`src/rtl/uart_arb_pkg.sv`:
```
// uart_arb_pkg: shared types and constants for the UART transmit arbiter.
//   - arb_state_e : arbiter FSM encoding (HOLD only when UART_ARB_LOCK_EN is defined)
//   - CTRL_TX_START_BIT / STATE_TX_BUSY_BIT : bit positions in the uart ctrl/state bytes
//   - START_TIMEOUT_DEF : default ex_clk cycles allowed for the UART to raise busy
// Optional feature macro: UART_ARB_LOCK_EN (multi-byte message locking).
package uart_arb_pkg;

  localparam int CTRL_TX_START_BIT = 0;
  localparam int STATE_TX_BUSY_BIT = 0;
  localparam int START_TIMEOUT_DEF = 2048;

`ifdef UART_ARB_LOCK_EN
  typedef enum logic [2:0] {IDLE, LOAD, START, WAIT, HOLD} arb_state_e;
`else
  typedef enum logic [2:0] {IDLE, LOAD, START, WAIT} arb_state_e;
`endif

endpackage

```
`src/rtl/rr_picker.sv`:
```
// rr_picker: combinational round-robin search.
//   valid   : per-requester request flags
//   ptr     : last served requester; search starts at ptr+1 and wraps
//   win_oh  : one-hot winner (0 when nothing valid)
//   win_idx : binary index of the winner
//   any     : at least one requester valid
module rr_picker #(
  parameter int NUM_REQ = 4,
  parameter int IW      = $clog2(NUM_REQ)
) (
  input  logic [NUM_REQ-1:0] valid,
  input  logic [IW-1:0]      ptr,
  output logic [NUM_REQ-1:0] win_oh,
  output logic [IW-1:0]      win_idx,
  output logic               any
);

  logic [IW-1:0] j;

  always_comb begin
    win_oh  = '0;
    win_idx = '0;
    any     = 1'b0;
    j       = '0;
    // k=NUM_REQ lands back on ptr itself, so the last server is lowest priority
    for (int k = 1; k <= NUM_REQ; k++) begin
      j = IW'((int'(ptr) + k) % NUM_REQ);
      if (!any && valid[j]) begin
        any       = 1'b1;
        win_oh[j] = 1'b1;
        win_idx   = j;
      end
    end
  end

endmodule

```
`src/rtl/uart_tx_arbiter.sv`:
```
// uart_tx_arbiter: shares one UART transmitter between NUM_REQ byte producers.
// Round-robin per byte; with UART_ARB_LOCK_EN defined a requester keeps the
// UART from its first byte through the byte flagged req_last.
//   ex_clk, reset       : clock, synchronous active-high reset
//   req_valid/data/last : per-requester byte offer (data byte i at [8i+7:8i])
//   req_ready           : one-cycle accept pulse
//   grant               : one-hot UART owner, 0 when idle
//   tx_data, ctrl       : to the UART (ctrl bit0 = tx_start)
//   uart_state          : from the UART (bit0 = tx_busy)
//   arb_busy            : FSM not idle
//   timeout_err         : pulse when a start is abandoned
module uart_tx_arbiter
  import uart_arb_pkg::*;
#(
  parameter int NUM_REQ       = 4,
  parameter int START_TIMEOUT = START_TIMEOUT_DEF
) (
  input  logic                 ex_clk,
  input  logic                 reset,
  input  logic [NUM_REQ-1:0]   req_valid,
  input  logic [8*NUM_REQ-1:0] req_data,
  input  logic [NUM_REQ-1:0]   req_last,
  output logic [NUM_REQ-1:0]   req_ready,
  output logic [NUM_REQ-1:0]   grant,
  output logic [7:0]           tx_data,
  output logic [7:0]           ctrl,
  input  logic [7:0]           uart_state,
  output logic                 arb_busy,
  output logic                 timeout_err
);

  localparam int IW = $clog2(NUM_REQ);
  localparam int CW = $clog2(START_TIMEOUT);
  // Count 0..START_TIMEOUT-1 while in START; the registered error pulse then
  // lands exactly START_TIMEOUT cycles after tx_start first went high.
  localparam logic [CW-1:0] CNT_LAST = CW'(START_TIMEOUT - 1);

  arb_state_e           state_q, state_d;
  logic [IW-1:0]        ptr_q, ptr_d;
  logic [IW-1:0]        own_q, own_d;
  logic [NUM_REQ-1:0]   grant_q, grant_d;
  logic [7:0]           data_q, data_d;
  logic [CW-1:0]        cnt_q, cnt_d;
  logic                 terr_q, terr_d;
`ifdef UART_ARB_LOCK_EN
  logic                 last_q, last_d;
`endif

  logic                 tx_busy;
  logic [NUM_REQ-1:0]   pick_oh;
  logic [IW-1:0]        pick_idx;
  logic                 pick_any;
  logic                 unused_in;

  assign tx_busy   = uart_state[STATE_TX_BUSY_BIT];
  assign unused_in = ^{uart_state, req_last};

  rr_picker #(.NUM_REQ(NUM_REQ)) u_pick (
    .valid   (req_valid),
    .ptr     (ptr_q),
    .win_oh  (pick_oh),
    .win_idx (pick_idx),
    .any     (pick_any)
  );

  always_comb begin
    state_d = state_q;
    ptr_d   = ptr_q;
    own_d   = own_q;
    grant_d = grant_q;
    data_d  = data_q;
    cnt_d   = cnt_q;
    terr_d  = 1'b0;
`ifdef UART_ARB_LOCK_EN
    last_d  = last_q;
`endif
    case (state_q)
      // Never arbitrate while the UART is still shifting (e.g. after a reset).
      IDLE: if (!tx_busy && pick_any) begin
        state_d = LOAD;
        grant_d = pick_oh;
        own_d   = pick_idx;
      end
      LOAD: begin
        data_d  = req_data[{own_q, 3'b000} +: 8];
`ifdef UART_ARB_LOCK_EN
        last_d  = req_last[own_q];
`else
        ptr_d   = own_q;
`endif
        cnt_d   = '0;
        state_d = START;
      end
      START: begin
        if (tx_busy) begin
          state_d = WAIT;
        end else if (cnt_q == CNT_LAST) begin
          // Byte is dropped; a locked message is released as well.
          terr_d  = 1'b1;
          grant_d = '0;
          state_d = IDLE;
`ifdef UART_ARB_LOCK_EN
          ptr_d   = own_q;
`endif
        end else begin
          cnt_d = cnt_q + 1'b1;
        end
      end
      WAIT: if (!tx_busy) begin
`ifdef UART_ARB_LOCK_EN
        if (last_q) begin
          grant_d = '0;
          ptr_d   = own_q;
          state_d = IDLE;
        end else begin
          state_d = HOLD;
        end
`else
        grant_d = '0;
        state_d = IDLE;
`endif
      end
`ifdef UART_ARB_LOCK_EN
      HOLD: if (req_valid[own_q]) state_d = LOAD;
`endif
      default: state_d = IDLE;
    endcase
  end

  always_ff @(posedge ex_clk) begin
    if (reset) begin
      state_q <= IDLE;
      ptr_q   <= IW'(NUM_REQ - 1);
      own_q   <= '0;
      grant_q <= '0;
      data_q  <= '0;
      cnt_q   <= '0;
      terr_q  <= 1'b0;
`ifdef UART_ARB_LOCK_EN
      last_q  <= 1'b0;
`endif
    end else begin
      state_q <= state_d;
      ptr_q   <= ptr_d;
      own_q   <= own_d;
      grant_q <= grant_d;
      data_q  <= data_d;
      cnt_q   <= cnt_d;
      terr_q  <= terr_d;
`ifdef UART_ARB_LOCK_EN
      last_q  <= last_d;
`endif
    end
  end

  always_comb begin
    ctrl                    = '0;
    ctrl[CTRL_TX_START_BIT] = (state_q == START);
  end

  assign req_ready   = (state_q == LOAD) ? grant_q : '0;
  assign grant       = grant_q;
  assign tx_data     = data_q;
  assign arb_busy    = (state_q != IDLE);
  assign timeout_err = terr_q;

endmodule

```
`config.mk`:
```
export PLATFORM = sky130hd
export DESIGN_NAME = uart_tx_arbiter
export DESIGN_NICKNAME = d
export VERILOG_FILES = /design/src/rtl/uart_arb_pkg.sv /design/src/rtl/rr_picker.sv /design/src/rtl/uart_tx_arbiter.sv
export SDC_FILE = /design/constraint.sdc
export NUM_CORES = 1
export LEC_CHECK = 0
export BUFFER_PORTS_ARGS = -buffer_cell sky130_fd_sc_hd__buf_2
export CELL_PAD_IN_SITES_DETAIL_PLACEMENT = 0
export CELL_PAD_IN_SITES_GLOBAL_PLACEMENT = 1
export CORE_ASPECT_RATIO = 1.25
export CORE_MARGIN = 2
export CORE_UTILIZATION = 36
export DETAILED_ROUTE_END_ITERATION = 10
export PLACE_DENSITY = 0.86
export RECOVER_POWER = 50
export SLEW_MARGIN = 5
export SYNTH_ARGS = -nofsm -noshare
export SYNTH_HDL_FRONTEND = slang
export SYNTH_SLANG_ARGS = --single-unit
export TNS_END_PERCENT = 1
```
`constraint.sdc`:
```
create_clock -name ex_clk -period 3.2 [get_ports ex_clk]
set_input_delay 0.32 -clock ex_clk [delete_from_list [all_inputs] [get_ports ex_clk]]
set_output_delay 0.32 -clock ex_clk [all_outputs]
set_load 0.01 [all_outputs]
```
* After elaboration in Yosys (flattened, before gate mapping)
Index checks and enable logic that the tools add are counted.
** Operators by class
- Add/subtract/negate cells :: 5
- Reductions and logical operators :: 21
- Order comparisons :: 8
- Equal/unequal tests :: 10
- Shift-type cells :: 1
- Mux-type cells :: 43
- Bitwise logic cells :: 4
** Operator list (count)
- $mux W4 :: 9
- $shiftx A32 B6 Y8 :: 1
- $mux W11 :: 2
- $pmux W11 S2 :: 1
- $mux W1 :: 13
- $lt A2 B3 Y1 const B :: 4
- $mux W3 :: 4
- $or A4 B4 Y4 :: 3
- $pmux W3 S4 :: 1
- $pmux W4 S3 :: 1
- $add A11 B1 Y11 const B :: 1
- $eq A11 B11 Y1 const B :: 1
- $bmux W1 S2 :: 4
- $demux W1 S2 :: 4
- $ge A2 B1 Y1 const B :: 4
- $logic_and A1 B1 Y1 :: 8
- $mux W2 :: 4
- $ne A2 B2 Y1 const B :: 4
- $eq A3 B2 Y1 const B :: 2
- $reduce_and A3 Y1 :: 2
- $reduce_bool A3 Y1 :: 2
- $reduce_and A5 Y1 :: 1
- $add A2 B1 Y2 const B :: 2
- $add A2 B2 Y2 const B :: 2
- 9 further kinds :: 12
** Word-level totals
- Bits in registers :: 31
- Word-level logic and storage cells :: 99

* Longest topological paths before layout
- Depth in word-level cells :: 16
- Depth in mapped cells :: 10
- Gate-level depth less buffers :: 7

* Cells and area by module
From an unflattened synthesis, not the netlist that was laid out.
** Second synthesis, totals
- Cells, all modules :: 234
- Area total of the unflattened synthesis :: 2067.0 sq um
** Modules (own cells, without submodules)
- uart_tx_arbiter :: times used 1, cells each 166, sequential area each 600.6 sq um, area an instance 1541.5 sq um
- rr_picker :: times used 1, cells each 68, sequential area each 0.0 sq um, area an instance 525.5 sq um

* Least setup slack after synthesis
No wires, ideal clock.
- Kind :: register to register
- Start :: reg ptr_q[0]
- End :: reg grant_q[2] (netlist: grant[2])
- Arrival time :: 2.514 ns
- Buffers on the path :: 3
- Clock period less this slack :: 2.601 ns
- Stages on the path, launching flop included :: 10
- Path slack :: 0.599 ns
- Cell sequence :: dfxtp_1 -> buf_6 -> inv_1 -> ha_1 -> clkbuf_1 -> mux4_2 -> o41ai_4 -> buf_6 -> a211oi_1 -> a221oi_2
** On the way
- Word-level cells in the longest chain between the ends :: 16
- Elaborated cells on any way between the ends :: 54
- Those cells by class :: add/sub (4); order compare (8); eq/ne (1); mux (26); bitwise (3); reduce/logical (12)
** Ends and longest elaborated chain
- start, declared :: RTL line uart_tx_arbiter.sv:39 : logic [IW-1:0] ptr_q, ptr_d;
- start signal, assigned :: RTL line uart_tx_arbiter.sv:133 : ptr_q <= IW'(NUM_REQ - 1);
- start signal, assigned :: RTL line uart_tx_arbiter.sv:144 : ptr_q <= ptr_d;
- parallel branches: the longest is 16 deep, another holds $lt A2 B3 Y1
- end signal, assigned :: RTL line uart_tx_arbiter.sv:146 : grant_q <= grant_d;
- end, declared :: RTL line uart_tx_arbiter.sv:41 : logic [NUM_REQ-1:0] grant_q, grant_d;
Parallel ways; which one is timed is not known. The select of a mux whose other input is x is not followed.
A chain may end at the register's enable or synchronous reset.

* Worst setup path after layout
- Start :: reg ptr_q[0]
- End :: reg grant_q[1] (netlist: grant[1])
Same word-level chain as after synthesis.

==> flow_metrics.env <==
export IMPL_cts_setup_buffers=0
export IMPL_clk_pin_slew_ns=0.06
export IMPL_cts_tree="built"
export IMPL_rows=30
export IMPL_synth_seq_area_share_pct=30.5
export IMPL_skew_ns=0.00491
export IMPL_period_minus_slack_ns=2.42
export IMPL_antenna_found_initial=0
export IMPL_yosysWarnings=0
export IMPL_antenna_cells=0
export IMPL_pwr_share_clk_pct=30.6
export IMPL_pre_cts_ws_ns=0.771
export IMPL_rsz0062_at_grt="false"
export IMPL_yosys_area_top_type="dfxtp_1"
export IMPL_combPwrFrac_pct=28.1
export IMPL_ant_nets=0
export IMPL_start_util_pct=36.6
export IMPL_wl_per_cell_um=12.9
export IMPL_cp_max_fo=12
export IMPL_synth_simple_area_share_pct=21.4
export IMPL_gp_congestion=0.827
export IMPL_fmax_mhz=414
export IMPL_yosysUniqueCellTypes=47
export IMPL_core_region_area_um2=5370
export IMPL_power_uw=1030
export IMPL_holdWs_ns=0.331
export IMPL_hold_buffers=0
export IMPL_grt_pass1_wl_mm=6.79
export IMPL_synth_top_family_by_area="simple AND/OR/NAND/NOR gates"
export IMPL_swShare_pct=31.5
export IMPL_die_area_um2=6070
export IMPL_endpoint_kind="register"
export IMPL_p_sw_uw=323
export IMPL_outcome="finished clean"
export IMPL_drc_errors=0
export IMPL_fin_ws_ns=0.784
export IMPL_arrival_ns=2.60
export IMPL_tightest_slew_ns=0.591
export IMPL_die_w_um=70.1
export IMPL_seq_power_share_pct=41.3
export IMPL_yosys_area_top_type_share_pct=30.5
export IMPL_setup_violations_final=0
export IMPL_synth_cells=212
export IMPL_grt_overflow=0
export IMPL_grt_max_degree=24
export IMPL_synth_ff_type="dfxtp_1"
export IMPL_ys_top_cells_by_area="dfxtp_1 31%, mux4_2 13%, nand2_1 6.1%"
export IMPL_clk_root_buffer_cell="clkbuf_8"
export IMPL_ys_ff_latch=30
export IMPL_fin_crit_sh_pct=75.5
export IMPL_synth_xor_area_share_pct=3.56
export IMPL_cp_required_ns=3.39
export IMPL_grtUsageTotal_pct=13.9
export IMPL_fin_tns_setup_ns=0
export IMPL_max_slew_margin_rel_pct=60.6
export IMPL_synth_compound_area_share_pct=16.0
export IMPL_p_per_area_nw_per_um2=438
export IMPL_post_synth_cell_area_avg_um2=9.28
export IMPL_p_leak_uw=0.000939
export IMPL_critical_path_class="register to register"
export IMPL_ios=76
export IMPL_ctsResizeCount=0
export IMPL_holdPathStages=3
export IMPL_drv_slew=0
export IMPL_first_pass_iters=4
export IMPL_critPathLaunchType="register"
export IMPL_routed_wl_mm=4.27
export IMPL_ir_drop_uv=134
export IMPL_hold_path_class="input pin to register"
export IMPL_cts_sinks=30
export IMPL_ys_top_cells_by_count="32 x nand2_1, 30 x dfxtp_1, 17 x a21oi_1, 16 x nor2_1, 11 x mux4_2"
export IMPL_dp_hpwl_mm=3.27
export IMPL_clk_path_buf_depth=2
export IMPL_synth_adder_area_share_pct=5.73
export IMPL_worst_r2r_path_depth=7
export IMPL_grt_pass1_vias=1499
export IMPL_drt_vias_per_instance=5.07
export IMPL_synth_edff_count=0
export IMPL_htreeDepth=2
export IMPL_nNetsFinal=325
export IMPL_synthMuxAreaShare_pct=16.3
export IMPL_yosysMostFrequentCell="nand2_1"
export IMPL_max_cap_violations=0
export IMPL_io_buffers=57
export IMPL_cts_inserted_buffers=5
export IMPL_syn_cell_area_um2=1970
export IMPL_drive_gt1_share_pct=28.5
export IMPL_drt_iter0_drc=34
export IMPL_die_h_um=86.6
export IMPL_power_internal_uw=704
export IMPL_syn_to_final_growth_pct=19.1
export IMPL_hold_violations=0
export IMPL_clk_latency_ns=0.28
export IMPL_vias=1677
export IMPL_synthArstFlopShare_pct=0
==> logic make-up (layout without fill, tap and decap cells) <==
kind of cell,count (synthesis),after routing
xor gates and xnor gates,8,8
DFF,30,30
and+or+nand+nor,83,83
other,1,7
adders and majority gates,9,9
muxes,18,18
AOI/OAI and AO/OA,41,41
buffers and inverters,22,71
==> critical path: stages, from the launching register on <==
cell and delay, ns:
dfxtp_1 0.33, inv_1 0.10, ha_1 0.44, mux4_2 0.49
o41ai_4 0.37, buf_4 0.24, a211oi_1 0.07, a221oi_1 0.28
==> routing by layer <==
layer | share of wire, % | track usage (%)
met1 | 42 | 16.6
met2 | 53 | 23.8
met3 | 3.5 | 2.56
met4 | 1.8 | 7.17
met5 | 0 | 0
==> cell usage in the layout, fill, tap and decap left out, types with 2 or more instances in the layout <==
master / instances
nand3_1: 2
mux2i_1: 5
a211o_1: 2
a221oi_2: 2
nand2b_1: 5
buf_4: 4
nor2b_1: 4
xor2_1: 7
a21oi_1: 17
and4_1: 2
nand3b_1: 5
inv_1: 2
o211ai_1: 2
nor2_1: 16
mux2_2: 2
nand4_1: 3
o21ai_0: 2
ha_1: 9
clkbuf_8: 6
and3_1: 3
mux4_2: 11
dfxtp_1: 30
and2_1: 5
buf_2: 42
nand2_1: 32
o31ai_1: 2
conb_1: 7
a211oi_1: 3
clkbuf_1: 15
a221oi_1: 2
==> state kept, by name, summed over array words and instances, names as in the netlist <==
signal       flops
cnt_q           11
tx_data          8
grant            4
own_q            2
ptr_q            2
state_q          2
timeout_err      1
==> final timing paths <==
check	start	end	slack [ns]
setup / recovery	ptr_q[0]	grant[1]	0.78
hold / removal	uart_state[0]	state_q[0]	0.33
setup reg to reg	ptr_q[0]	grant[1]	0.78
hold reg to reg	tx_data[5]	tx_data[5]	0.46
==> power groups by stage <==
stage	clock (uW)	combinational [uW]	sequential (uW)
final	314	289	424
after global routing	343	321	428
after CTS	325	296	424
after detailed placement	0	296	432
after global placement	0	294	431
after floorplan	0	223	430
==> metrics by stage <==
step,instance area [um2],util (%),instances
after floorplan,1990,-,218
after global placement,2270,42.2,323
after global routing,2340,43.7,331
final,2340,43.7,331
after detailed placement,2270,42.2,323
after CTS,2360,44.0,331
==> final cells by class <==
type | count | area (um2)
fill | 538 | 3020
clock buffer | 6 | 82.6
sequential | 30 | 601
timing repair buffer | 61 | 297
tap | 64 | 80.1
multi-input combinational | 166 | 1260
inverter | 2 | 7.51
clock inverter | 2 | 12.5
Note: power is estimated with default switching activity, not from simulation.
